**config.mk**
```make
export PLATFORM = sky130hd
export DESIGN_NAME = store_memory_encoder
export DESIGN_NICKNAME = d
export VERILOG_FILES = /design/src/rtl/store_memory_encoder.sv
export SDC_FILE = /design/constraint.sdc
export NUM_CORES = 1
export LEC_CHECK = 0
export ABC_AREA = 0
export BUFFER_PORTS_ARGS = -buffer_cell sky130_fd_sc_hd__buf_2
export CELL_PAD_IN_SITES_DETAIL_PLACEMENT = 2
export CELL_PAD_IN_SITES_GLOBAL_PLACEMENT = 2
export CORE_MARGIN = 1
export CORE_UTILIZATION = 32
export CTS_CLUSTER_SIZE = 30
export DETAILED_ROUTE_END_ITERATION = 6
export GPL_TIMING_DRIVEN = 0
export PLACE_DENSITY_LB_ADDON = 0.3
export SYNTH_ARGS = -nofsm -noshare
export SYNTH_HDL_FRONTEND = slang
export SYNTH_SLANG_ARGS = --single-unit
```
**constraint.sdc**
```tcl
create_clock -name clk -period 4.1 [get_ports clk]
set_input_delay 0.41 -clock clk [delete_from_list [all_inputs] [get_ports clk]]
set_output_delay 0.41 -clock clk [all_outputs]
set_load 0.005 [all_outputs]
```
**src/rtl/store_memory_encoder.sv**
```systemverilog
// store_memory_encoder
//
// Store-path encoder and in-order store queue between the LSU issue logic and
// the data-memory write port. RISC-V SB/SH/SW requests are turned into a word
// address, lane-replicated write data and byte strobes, then queued and
// drained through a valid/ready handshake. Misaligned or illegal stores are
// consumed without being queued and reported by a registered one-cycle fault
// pulse.
//
// Parameters:
//   DEPTH       store queue entries (power of two, >= 2)
//
// Ports:
//   clk         clock, rising edge
//   rst_n       synchronous reset, active-low
//   req_valid   store request present
//   req_ready   queue can accept (!full), 0 while rst_n is low
//   req_type    funct3: 000 SB, 001 SH, 010 SW, others illegal
//   req_addr    byte address
//   req_data    right-aligned store data
//   mem_valid   head entry presented to memory (= !empty)
//   mem_ready   memory accepts the head entry
//   mem_addr    word address of head entry (bits [1:0] = 0)
//   mem_wdata   lane-replicated write data of head entry
//   mem_wstrb   byte write enables of head entry
//   fault       one-cycle pulse after a faulting request was accepted
//   fault_addr  byte address of the most recent faulting request
//   empty       no stores queued
//
// Optional feature, macro STORE_FORWARD_EN:
//   fwd_addr    load address to look up (input)
//   fwd_data    bytes supplied by queued stores, 0 in unsupplied lanes
//   fwd_strb    lanes supplied by queued stores
//   Each lane is taken from the youngest queued store to the same word that
//   writes that lane.

module store_memory_encoder #(
    parameter int DEPTH = 2
) (
    input  logic        clk,
    input  logic        rst_n,
    input  logic        req_valid,
    output logic        req_ready,
    input  logic [2:0]  req_type,
    input  logic [31:0] req_addr,
    input  logic [31:0] req_data,
    output logic        mem_valid,
    input  logic        mem_ready,
    output logic [31:0] mem_addr,
    output logic [31:0] mem_wdata,
    output logic [3:0]  mem_wstrb,
    output logic        fault,
    output logic [31:0] fault_addr,
    output logic        empty
`ifdef STORE_FORWARD_EN
    ,
    input  logic [31:0] fwd_addr,
    output logic [31:0] fwd_data,
    output logic [3:0]  fwd_strb
`endif
);

    localparam int AW = (DEPTH > 1) ? $clog2(DEPTH) : 1;
    localparam int CW = AW + 1;
    localparam logic [CW-1:0] FULL_CNT = CW'(DEPTH);

    // Queue control state
    logic [CW-1:0] r_count;
    logic [AW-1:0] r_head;
    logic [AW-1:0] r_tail;
    logic          r_fault;
    logic [31:0]   r_fault_addr;

    // Queue storage (word address only; the low two bits are always zero)
    logic [29:0]   r_addr_q  [DEPTH];
    logic [31:0]   r_wdata_q [DEPTH];
    logic [3:0]    r_wstrb_q [DEPTH];

    logic          w_full;
    logic          w_accept;
    logic          w_bad;
    logic          w_enq;
    logic          w_deq;
    logic [31:0]   w_wdata;
    logic [3:0]    w_wstrb;

    assign w_full    = (r_count == FULL_CNT);
    // Ready comes from the registered count only, so a full queue never
    // accepts even in a cycle where the head is being drained.
    assign req_ready = rst_n && !w_full;
    assign w_accept  = req_valid && req_ready;
    assign w_enq     = w_accept && !w_bad;
    assign w_deq     = mem_valid && mem_ready;

    assign empty      = (r_count == '0);
    assign mem_valid  = !empty;
    assign mem_addr   = {r_addr_q[r_head], 2'b00};
    assign mem_wdata  = r_wdata_q[r_head];
    assign mem_wstrb  = r_wstrb_q[r_head];
    assign fault      = r_fault;
    assign fault_addr = r_fault_addr;

    // Byte-lane encoding; data is replicated across lanes so the strobe
    // alone selects what memory writes.
    always_comb begin
        w_wstrb = 4'b0000;
        w_wdata = 32'h0000_0000;
        w_bad   = 1'b0;
        case (req_type)
            3'b000: begin
                w_wstrb = 4'b0001 << req_addr[1:0];
                w_wdata = {4{req_data[7:0]}};
            end
            3'b001: begin
                if (req_addr[0]) begin
                    w_bad = 1'b1;
                end else begin
                    w_wstrb = req_addr[1] ? 4'b1100 : 4'b0011;
                    w_wdata = {2{req_data[15:0]}};
                end
            end
            3'b010: begin
                if (req_addr[1:0] != 2'b00) begin
                    w_bad = 1'b1;
                end else begin
                    w_wstrb = 4'b1111;
                    w_wdata = req_data;
                end
            end
            default: begin
                w_bad = 1'b1;
            end
        endcase
    end

    always_ff @(posedge clk) begin
        if (!rst_n) begin
            r_count      <= '0;
            r_head       <= '0;
            r_tail       <= '0;
            r_fault      <= 1'b0;
            r_fault_addr <= 32'h0000_0000;
        end else begin
            if (w_enq) begin
                r_tail <= r_tail + AW'(1);
            end
            if (w_deq) begin
                r_head <= r_head + AW'(1);
            end
            case ({w_enq, w_deq})
                2'b10:   r_count <= r_count + CW'(1);
                2'b01:   r_count <= r_count - CW'(1);
                default: r_count <= r_count;
            endcase
            r_fault <= w_accept && w_bad;
            if (w_accept && w_bad) begin
                r_fault_addr <= req_addr;
            end
        end
    end

    // Storage is not reset: entries are only observed through r_count.
    always_ff @(posedge clk) begin
        if (w_enq) begin
            r_addr_q[r_tail]  <= req_addr[31:2];
            r_wdata_q[r_tail] <= w_wdata;
            r_wstrb_q[r_tail] <= w_wstrb;
        end
    end

`ifdef STORE_FORWARD_EN
    logic w_unused_fwd_lo;
    assign w_unused_fwd_lo = ^fwd_addr[1:0];

    // Walk entries oldest to youngest so later matches overwrite earlier
    // ones, leaving the youngest writer of each lane.
    always_comb begin
        logic [AW-1:0] idx;
        fwd_data = 32'h0000_0000;
        fwd_strb = 4'b0000;
        idx      = '0;
        for (int i = 0; i < DEPTH; i++) begin
            idx = r_head + AW'(i);
            if ((CW'(i) < r_count) && (r_addr_q[idx] == fwd_addr[31:2])) begin
                for (int b = 0; b < 4; b++) begin
                    if (r_wstrb_q[idx][b]) begin
                        fwd_data[8*b +: 8] = r_wdata_q[idx][8*b +: 8];
                        fwd_strb[b]        = 1'b1;
                    end
                end
            end
        end
    end
`endif

endmodule

```
==> metrics <==
outcome finished, final reports clean; Inserted Clock Buffers 17; I/O Buffers 169; crit path kind register to output port; Post-Synth Simple-Gate Area 0.07466; Synth cell types 40; clk slew on worst S/H paths 0.07 ns; worst-path fanout max 10; most used cell, CP buf_2; total iterations of the first detailed-routing run 5; die height 146.9 um; HPWL Detailed 13.58 mm; final core utilization 0.4212; Starting Density 0.3289; Synth warnings 0; Die X 146.9 um; FF-to-FF Start r_count[0]$_SDFFE_PN0P_; met3 WL 1.100 mm; post-synthesis xor/xnor area fraction 0.003910; Synth area leader edfxtp_1; Root Driver clkbuf_16; # IOs 175; unrepaired setup endpoints after global routing false; CTS hold repair buffers 0; fill cell count 2116; Detail Route Antenna Nets 0; CP max-delay cell clkbuf_1; Layout Skew 0.008178 ns; Post-Syn Area 6720 um^2; max cap viols 0; H-tree depth 4; Clock Latency Late Sink 0.43 ns; adder-cell share of the synthesized area 0.001862; commonest non-fill, non-tap cell in the layout buf_2; total setup buffers inserted after CTS 0; Arr. time, crit path 2.27 ns; Post-route DRC 0; Leak 3.221 nW; hold path depth 1; critical path launch point type register; mux cell area share after synthesis 0.1121; max incr delay on CP 0.55 ns; Final TNS setup 0 ns; gr ovfl total 0; total number of vias 4488; initial antenna violation count 2; setup violators final 0; register area share after synthesis 0.7030; min-delay worst type input port to register; multi-input logic area 1810 um^2; main combinational cell family by area after synthesis multiplexers; CTS tree done; Tmin final 2.678 ns; Reg area 4725 um^2; Area Growth Syn to Fin 28.04%; Synth top area share 0.5898; total of flip-flops plus latches after synthesis 170; reg2reg end r_addr_q[0][13]$_DFFE_PP_; Max Used Layer met4; M1 WL 7.792 mm; Synth area leaders edfxtp_1, dfxtp_1, mux2_2; ratio of cells with drive above 1 in the final layout 0.4541; Post-CTS Resized 0; R2R setup slack 1.58 ns; total design power 3.924 mW; vias in the first global route 4998; nets@finish 713; Cell Pwr Density 456.0 nW/um^2; clock buffer depth 2; Slew Limit Fails 0; clk sink count 170; Worst-Margin Slew 0.9080 ns; CP Cell Sequence clkbuf_1 > buf_2 > mux2_2 > buf_2; Slew headroom 0.3900; critical path data required time 3.69 ns; Avg Cell Area, Syn 14.97 um^2; final hold violation count 0; Final Cycle Share 0.6531; final wirelength 18.82 mm; die area 21580 um^2; met2 wire len 9.705 mm; f_max 0.3734 GHz; Non-Filler Instances 927; Min Hold Slack 0.1887 ns; pin count of the biggest net entering global routing 47; GRT Total Usage 0.1806; hold_sp req_addr[29]; core area 20430 um^2; Worst Hold Endpoint r_addr_q[1][27]$_DFFE_PP_; Final GP Congestion 0.7731; compound-gate portion of the synthesized area 0.07392; dpl cells 892; Reg2Reg Depth 7; Worst VDD drop 0.2727 mV; Crit. End Element output port; most frequent cells in the layout buf_2, edfxtp_1, mux2_2; post-synthesis cell count 449; row cnt 52; first-pass GRT wire length 28.75 mm; DRT iter0 DRCs 198; Vias/cell 4.841; wire length per cell 20.30 um
[cell usage after synthesis]
cell type	n
a2111oi_0	1
a211oi_1	1
a211oi_2	1
a211oi_4	1
a21boi_0	1
a21o_1	1
a21oi_1	5
a222oi_1	8
a22o_1	16
a31oi_1	1
and2_1	12
and3_1	2
buf_2	11
buf_4	4
buf_6	3
clkbuf_1	13
conb_1	1
dfxtp_1	38
edfxtp_1	132
ha_1	1
inv_1	9
mux2_2	66
mux2i_1	1
nand2_1	34
nand2b_1	4
nand3_1	31
nand3b_1	1
nor2_1	3
nor2b_1	2
nor3_1	2
nor3_2	2
nor4_4	1
o21ai_0	3
o21ai_1	29
o21ba_2	1
o21bai_2	1
or2_2	1
or3_1	1
or3b_4	1
xnor2_1	3
[cell families after synthesis]
family / count (synthesis)
adder cells (fa/ha/maj): 1
other: 1
XOR/XNOR: 3
AO/OA/AOI/OAI: 70
buffers and inverters: 40
flip-flops: 170
multiplexers: 67
AND/OR/NAND/NOR: 97
[per-layer routing]
metal  GRT usage  up-vias
met2      0.3133      137
met4     0.05619        0
li1            -     2083
met1      0.2157     2255
met5           0        -
met3     0.05217       13
[final cells by class]
| cell class | instances | share of cell area |
|---|---|---|
| Buffer | 31 | 0.01949 |
| Tap cell | 270 | 0.03926 |
| Sequential cell | 170 | 0.5491 |
| Clock inverter | 12 | 0.01803 |
| Multi-Input combinational cell | 240 | 0.2104 |
| Clock buffer | 20 | 0.05191 |
| Antenna cell | 3 | 0.0008725 |
| Inverter | 9 | 0.003926 |
| Timing Repair Buffer | 172 | 0.1070 |
[power by group]
group          switching, mW  total [mW]  internal [mW]
Clock                  0.707        1.64          0.938
Combinational          0.195       0.359          0.165
Sequential            0.0206        1.92           1.90
[metrics by stage]
step	setup slack (ns)	instance area, um^2
3_3_place_gp	-0.5324	7910
4_1_cts	1.294	8597
3_5_place_dp	1.282	7995
2_1_floorplan	0.8349	6726
6_report	1.422	8605
5_1_grt	1.240	8600
[state kept, by name, summed over array words and instances, names as in the netlist, named ones only]
name / flops
r_tail: 1
fault_addr: 32
fault: 1
r_wstrb_q: 8
r_addr_q: 60
r_head: 1
r_count: 2
r_wdata_q: 64
[worst max-delay path by stage]
stage                                end  slack [ns]  cells after the start
2_1_floorplan   r_addr_q[0][0]$_DFFE_PP_        0.83                      5
3_3_place_gp   r_addr_q[0][19]$_DFFE_PP_       -0.53                      5
3_5_place_dp   r_addr_q[0][19]$_DFFE_PP_        1.28                      7
4_1_cts                     mem_wstrb[0]        1.29                      4
5_1_grt                     mem_wstrb[0]        1.24                      4
6_report                    mem_wstrb[0]        1.42                      4
[critical path: cells and delay by family (launching register included)]
kind | cells | cell delay (ns)
buffers and inverters | 3 | 1.11
muxes | 1 | 0.38
DFF | 1 | 0.35
No activity file was read; power rests on OpenSTA's default activity.
